**config.mk**
```make
export PLATFORM = sky130hd
export DESIGN_NAME = parity_accum
export DESIGN_NICKNAME = d
export VERILOG_FILES = /design/src/rtl/parity_accum.sv
export SDC_FILE = /design/constraint.sdc
export NUM_CORES = 1
export LEC_CHECK = 0
export BUFFER_PORTS_ARGS = -buffer_cell sky130_fd_sc_hd__buf_4
export CAP_MARGIN = 10
export CORE_MARGIN = 1.5
export CORE_UTILIZATION = 54
export CTS_BUF_LIST = sky130_fd_sc_hd__clkbuf_4
export CTS_CLUSTER_DIAMETER = 200
export DETAILED_ROUTE_END_ITERATION = 6
export GPL_ROUTABILITY_DRIVEN = 1
export MAX_ROUTING_LAYER = met4
export PLACE_DENSITY_LB_ADDON = 0.25
export RECOVER_POWER = 50
export SYNTH_ARGS = -nofsm -noshare
export SYNTH_HDL_FRONTEND = slang
export SYNTH_SLANG_ARGS = --single-unit
export TNS_END_PERCENT = 50
```
**constraint.sdc**
```tcl
create_clock -name clk -period 2.5 [get_ports clk]
set_input_delay 0.25 -clock clk [delete_from_list [all_inputs] [get_ports clk]]
set_output_delay 0.25 -clock clk [all_outputs]
set_load 0.03 [all_outputs]
```
**src/rtl/parity_accum.sv**
```systemverilog
// Frame parity accumulator: XOR-reduces a stream of words into one parity bit per frame,
// optionally compares it against an expected bit, and presents the result with a valid/ready handshake.
module parity_accum #(
    parameter int WIDTH     = 8,
    parameter int FRAME_LEN = 4,
    parameter int MODE      = 0
) (
    input  logic             clk,
    input  logic             rst_n,
    input  logic             in_valid,
    output logic             in_ready,
    input  logic [WIDTH-1:0] in_data,
    input  logic             in_last,
    input  logic             chk_en,
    input  logic             chk_bit,
    output logic             out_valid,
    input  logic             out_ready,
    output logic             out_parity,
    output logic             out_err,
    output logic [7:0]       out_count
);

    typedef enum logic [1:0] {
        IDLE  = 2'd0,
        ACCUM = 2'd1,
        HOLD  = 2'd2
    } state_t;

    localparam logic [7:0] FRAME_LEN_W = 8'(FRAME_LEN);
    localparam logic       INVERT      = (MODE != 0);

    state_t     state, state_next;
    logic       acc, acc_next;
    logic [7:0] count, count_next;
    logic       parity_q, err_q;
    logic [7:0] count_q;

    logic       take;
    logic       give;
    logic       closing;
    logic       load_result;
    logic       word_par;
    logic       frame_par;
    logic [7:0] count_inc;

    assign word_par  = ^in_data;
    assign count_inc = count + 8'd1;
    // Polarity is folded in before the check so out_err always compares what is actually reported.
    assign frame_par = (acc ^ word_par) ^ INVERT;

    // NOTE: every signal driven here gets a default first, so no path can leave it unassigned and infer a latch.
    always_comb begin
        in_ready    = (state != HOLD);
        out_valid   = (state == HOLD);
        take        = in_valid & in_ready;
        give        = out_valid & out_ready;
        closing     = take & (in_last | (count_inc == FRAME_LEN_W));
        state_next  = state;
        acc_next    = acc;
        count_next  = count;
        load_result = 1'b0;

        case (state)
            IDLE, ACCUM: begin
                if (take) begin
                    acc_next   = acc ^ word_par;
                    count_next = count_inc;
                    if (closing) begin
                        state_next  = HOLD;
                        load_result = 1'b1;
                    end else begin
                        state_next = ACCUM;
                    end
                end
            end
            HOLD: begin
                // The handshake cycle itself never accepts a word; in_ready is already low here.
                if (give) begin
                    state_next = IDLE;
                    acc_next   = 1'b0;
                    count_next = 8'd0;
                end
            end
            default: begin
                state_next = IDLE;
                acc_next   = 1'b0;
                count_next = 8'd0;
            end
        endcase
    end

    // NOTE: sequential state uses non-blocking assignments so every register sees pre-edge values.
    always_ff @(posedge clk) begin
        if (!rst_n) begin
            state    <= IDLE;
            acc      <= 1'b0;
            count    <= 8'd0;
            parity_q <= 1'b0;
            err_q    <= 1'b0;
            count_q  <= 8'd0;
        end else begin
            state <= state_next;
            acc   <= acc_next;
            count <= count_next;
            if (load_result) begin
                parity_q <= frame_par;
                err_q    <= chk_en & (frame_par ^ chk_bit);
                count_q  <= count_inc;
            end
        end
    end

    assign out_parity = parity_q;
    assign out_err    = err_q;
    assign out_count  = count_q;

endmodule

```
==> results of run 1 <==
cell usage after synthesis (3+ instances only):
master / instances
xor2_1: 3
nand3_1: 5
clkbuf_1: 3
o211a_1: 4
a22oi_1: 4
mux2i_1: 6
inv_1: 3
nand4_1: 3
dfxtp_1: 21
nor2_1: 4
xnor2_1: 6
nand2_1: 8
nand2b_1: 3
nor2b_1: 14
per-layer routing:
metal | wire, um | vias up | global-route usage (%) | share of wire (%)
li1 | - | 460 | - | -
met1 | 1020 | 423 | 25.5 | 47
met2 | 1060 | 19 | 39.5 | 48
met3 | 80 | 4 | 3.40 | 3.7
met4 | 27 | 0 | 8.11 | 1.2
met5 | 0 | - | - | 0
power by group:
| part | switching (uW) | leakage, uW | internal [uW] |
|---|---|---|---|
| clock | 96.0 | 0.0000184 | 73.0 |
| sequential | 13.6 | 0.000171 | 353 |
| combinational | 88.5 | 0.000347 | 69.5 |
state kept, by name (all words and copies together) (netlist names):
signal	count
out_err	1
out_parity	1
acc	1
count	8
out_count	8
state	2
layout make-up:
type	count	area (um2)
tap	25	31.3
fill	154	524
timing repair buffer	28	165
sequential	21	420
inverter	3	11.3
clock buffer	4	30.0
multi-input combinational	87	619
metrics by stage:
stage	cells	cell area, um2
after floorplan	116	1080
after global placement	164	1290
after detailed placement	164	1290
after CTS	168	1320
after global routing	168	1280
final	168	1280
worst paths after layout:
| check | from | to | slack (ns) | cells after the start |
|---|---|---|---|---|
| hold reg to reg | state[0] | state[0] | 0.47 | 2 |
| setup reg to reg | count[0] | out_count[0] | 0.44 | 7 |
| hold / removal | in_valid | state[0] | 0.23 | 3 |
| setup / recovery | count[0] | out_count[0] | 0.44 | 7 |
kinds of logic after synthesis:
logic type | after synthesis | synth area share [%]
DFF | 21 | 39.0
muxes | 6 | 5.57
buffers and inverters | 8 | 3.60
xor gates and xnor gates | 10 | 9.40
and+or+nand+nor | 48 | 25.6
AOI/OAI and AO/OA | 22 | 15.7
adders and majority gates | 1 | 1.16
worst register-to-register path, delay by kind of cell (launching register included):
family / cells / cell delay (ns)
fa+ha+maj: 1 / 0.24
buf+inv: 1 / 0.25
mux: 1 / 0.20
simple gates: 3 / 0.60
compound gates: 1 / 0.28
flops: 1 / 0.45
==> impl_metrics.py, run 1 <==
metrics = {
    "outcome": {
        "status": "completed",
    },
    "job": {
        "drv_cap": 0,
    },
    "clock_tree": {
        "clock-root-buffer": "clkbuf_4",
        "clkSlewWorstSetupHoldPaths_ns": 0.11,
        "cts_tree": "built",
        "cts_resized": 0,
        "post_cts_buffers": 0,
        "cts_hold_buf": 0,
        "clk_latency_ns": 0.30,
        "clock_path_buffers": 2,
        "htreeDepth": 1,
        "cts_buffers": 3,
        "clkSinkCount": 21,
    },
    "drt": {
        "drt_iter0_drc": 18,
        "num_vias": 906,
        "drtPass1Iterations": 4,
        "wirelength_um": 2190,
        "wl_per_cell_um": 13.0,
        "post_drt_via_cell_ratio": 5.39,
        "antenna_left": 0,
        "drc": 0,
    },
    "global_route": {
        "gr-usage-all-layers_pct": 22.4,
        "grt_pass1_vias": 834,
        "grt_overflow_total": 0,
        "grt_pass1_wl_um": 3480,
        "antenna_found_initial": 0,
        "grt_max_degree": 24,
    },
    "critical_path": {
        "cp_max_fo": 11,
        "endpoint_kind": "flop",
        "worst-endpoint-required_ns": 2.75,
        "worstPathArrival_ns": 2.31,
        "crit_chain": "ha_1 -> nor2b_1 -> and3_1 -> a22o_1 -> buf_4 -> mux2i_1 -> and2_1",
        "cpPeakStageDelay_ns": 0.45,
        "crit_slowest_cell": "dfxtp_1",
        "crit_family": "simple AND/OR/NAND/NOR gates",
        "crit_buf_inv": 1,
        "worst-setup-path-type": "reg2reg",
        "worst_setup_path_start_kind": "flop",
    },
    "timing": {
        "fin_ws_ns": 0.442,
        "finalSetupViolations": 0,
        "fin_tns_setup_ns": 0,
        "max_freq_ghz": 0.486,
        "finalCriticalPeriod_ns": 2.06,
        "worstMarginPinSlew_ns": 0.540,
        "finClkSkew_ns": 0.00228,
        "period_share_pct": 82.3,
        "rsz0062_at_grt": "no",
        "maxSlewHeadroom_pct": 64.0,
        "whs_ns": 0.232,
        "slew_violations": 0,
        "hold_violations": 0,
    },
    "final_layout": {
        "area_delta_synth_final_pct": 18.4,
        "drive_gt1_share_pct": 15.4,
        "layout.cells.most_common_list": "dfxtp_1 (21), buf_4 (16), nor2b_1 (14)",
        "layout_commonest_cell": "dfxtp_1",
        "fin_util_pct": 70.9,
        "nNetsFinal": 160,
        "n_antenna_cell": 0,
    },
    "die": {
        "die_area_mm2": 0.00227,
        "die_w_um": 47.7,
        "boundaryPins": 27,
        "core_area_mm2": 0.00180,
        "die_y_um": 47.7,
        "rows": 15,
        "initial_core_util_pct": 59.9,
    },
    "power_and_ir_drop": {
        "power.total_uw": 693,
        "p_leak_uw": 0.000536,
        "power_density_mw_per_mm2": 543,
        "ir_drop_v": 0.000425,
    },
    "place": {
        "hpwl_um": 1640,
        "dp_slack_ns": 0.501,
        "io_buffers": 26,
        "gp_congestion": 0.822,
    },
    "logic_synthesis": {
        "yosys_warnings": 0,
        "async_flop_share_pct": 0,
        "synth_ff_type": "dfxtp_1",
        "ys_seq_area_share_pct": 39.0,
        "ys_types": 37,
        "synth_top_area_share_pct": 39.0,
        "syn_nets": 132,
        "synthCells": 116,
        "ys_ff_latch": 21,
        "synthesis.area_mm2": 0.00108,
        "yosysTopAreaCell": "dfxtp_1",
        "synth_area_leaders": "dfxtp_1 (39%), nor2b_1 (8.1%), mux2i_1 (5.6%), xnor2_1 (4.9%), o211a_1 (3.7%)",
        "synth-edff-count": 0,
        "avgSynthCellArea_um2": 9.30,
    },
    "min_path": {
        "hold_path.class": "in2reg",
    },
}
Note: power is estimated with default switching activity, not from simulation.
==> inputs of run 2 (changes only) <==
==> constraint.sdc (replaced) <==
create_clock -name clk -period 1.91 [get_ports clk]
set_input_delay 0.191 -clock clk [delete_from_list [all_inputs] [get_ports clk]]
set_output_delay 0.191 -clock clk [all_outputs]
set_load 0.03 [all_outputs]
==> run 2 against run 1 <==
First-iteration DRC count up 33%. Highest routed layer unchanged. Critical path type unchanged. Setup slack worse by 0.26 ns. Clock-buffer cell count unchanged. Via count up 4.3%. Sequential share of layout area down 0.47 points.
==> impl_metrics.py, run 2 (same netlist as run 1, synthesis figures left out) <==
metrics = {
    "final_layout": {
        "n_antenna_cell": 0,
        "nNetsFinal": 163,
        "area_delta_synth_final_pct": 20.5,
        "drive_gt1_share_pct": 17.8,
        "seq_area_um2": 422,
        "multi_input_area_um2": 622,
        "layout_commonest_cell": "dfxtp_1",
        "fin_util_pct": 72.2,
        "final.fill_count": 173,
        "layout.cells.most_common_list": "dfxtp_1 (20), buf_4 (18), nor2b_1 (13), clkbuf_1 (13), nand2_1 (8)",
    },
    "timing": {
        "hold_violations": 0,
        "period_share_pct": 90.6,
        "finalCriticalPeriod_ns": 1.73,
        "fin_tns_setup_ns": 0,
        "maxSlewHeadroom_pct": 75.1,
        "worstMarginPinSlew_ns": 0.375,
        "fin_ws_ns": 0.180,
        "rsz0062_at_grt": "no",
        "finClkSkew_ns": 0.00256,
        "finalSetupViolations": 0,
        "whs_ns": 0.167,
        "slew_violations": 0,
        "max_freq_ghz": 0.578,
    },
    "die": {
        "die_y_um": 47.7,
        "initial_core_util_pct": 59.9,
        "boundaryPins": 27,
        "core_area_mm2": 0.00180,
        "die_area_mm2": 0.00227,
        "rows": 15,
        "die_w_um": 47.7,
    },
    "drt": {
        "num_vias": 945,
        "wirelength_um": 2250,
        "wl_per_cell_um": 13.1,
        "antenna_left": 0,
        "post_drt_via_cell_ratio": 5.53,
        "drtPass1Iterations": 4,
        "drc": 0,
        "drt_iter0_drc": 24,
    },
    "power_and_ir_drop": {
        "power_frac_clock_pct": 25.2,
        "p_sw_uw": 270,
        "ir_drop_v": 0.000577,
        "p_leak_uw": 0.000548,
        "netSwitchingFraction_pct": 29.2,
        "p_int_uw": 654,
        "power_density_mw_per_mm2": 710,
        "p_seq_share_pct": 51.8,
        "power_frac_comb_pct": 23.0,
    },
    "critical_path": {
        "r2r_start": "count[1]",
        "worst-endpoint-required_ns": 2.12,
        "endpoint_kind": "flop",
        "crit_buf_inv": 0,
        "rrSetupSlack_ns": 0.18,
        "reg2reg_to": "out_count[2]",
        "cpPeakStageDelay_ns": 0.38,
        "worst_setup_path_start_kind": "flop",
        "worst-path-stages": 6,
        "worstPathArrival_ns": 1.94,
        "crit_chain": "ha_1 -> nor2b_2 -> and3_1 -> a22o_1 -> or3b_1 -> o211a_1",
        "worst-setup-path-type": "reg2reg",
        "worst-r2r-cell-count": 6,
        "crit_family": "simple AND/OR/NAND/NOR gates",
        "crit_slowest_cell": "dfxtp_2",
        "cp_max_fo": 5,
    },
    "global_route": {
        "grt_overflow_total": 0,
        "gr-usage-all-layers_pct": 23.3,
        "antenna_found_initial": 0,
        "grt_pass1_vias": 864,
        "grt_max_degree": 24,
        "grt_pass1_wl_um": 3570,
    },
    "place": {
        "hpwl_um": 1680,
        "dp_slack_ns": 0.159,
        "gp_congestion": 0.830,
        "io_buffers": 26,
    },
    "clock_tree": {
        "cts_tree": "built",
        "htreeDepth": 1,
        "cts_buffers": 3,
        "clock-root-buffer": "clkbuf_4",
        "clkSinkCount": 21,
        "clock_path_buffers": 2,
        "clkSlewWorstSetupHoldPaths_ns": 0.12,
        "clk_latency_ns": 0.31,
    },
    "job": {
        "drv_cap": 0,
    },
    "min_path": {
        "hold_path.class": "in2reg",
        "hold_start": "in_valid",
        "hold_depth": 3,
        "hold_end": "state[0]",
    },
    "outcome": {
        "status": "completed",
    },
}
==> run 2: cell count changes in the layout (fill, tap and decap cells not counted), sizes merged <==
cell    change
clkbuf      +1
buf         +2
==> run 2: how the worst max path moves through the flow <==
stage	startpoint	end	slack (ns)
finish	count[1]	out_count[2]	0.18
CTS	count[1]	out_count[2]	0.13
global placement	count[1]	out_count[2]	0.23
global route	count[1]	out_err	0.04
floorplan	count[0]	out_count[2]	0.13
detailed placement	count[1]	out_count[2]	0.16
==> run 2: final cells by class <==
type / count / area share, %
clock buffer: 4 / 2.31
timing repair buffer: 31 / 14.1
tap: 25 / 2.41
multi-input combinational: 87 / 47.8
sequential: 21 / 32.4
inverter: 3 / 0.866
==> run 2: metal layers <==
| layer | global-route usage, % | part of all wire (%) |
|---|---|---|
| met3 | 3.40 | 4.8 |
| met5 | - | 0 |
| met1 | 26.7 | 44 |
| met4 | 9.73 | 1.7 |
| met2 | 40.0 | 49 |
==> run 2: repair_timing <==
action	in CTS	in global routing
endpoints found under the setup margin	0	2
buffers inserted	0	0
gates resized for setup	0	2
hold buffers	0	0
==> run 2: power by group through the flow <==
stage	sequential, uW	clock, uW	combinational (uW)
6_report	478	233	212
5_1_grt	483	251	230
4_1_cts	478	232	228
3_5_place_dp	489	0	226
3_3_place_gp	488	0	221
2_1_floorplan	514	0	120
==> run 2: worst register-to-register path, cell delays in order, from the launching register on <==
cell and delay (ns):
dfxtp_2 0.38, ha_1 0.23, nor2b_2 0.22, and3_1 0.17
a22o_1 0.15, or3b_1 0.36, o211a_1 0.13
==> run 2: per-stage QoR <==
step                      instance area [um2]  cells  total power [uW]
after floorplan                          1080    116               633
after global placement                   1320    167               709
after detailed placement                 1320    167               714
after CTS                                1350    171               939
after global routing                     1300    171               964
final                                    1300    171               923
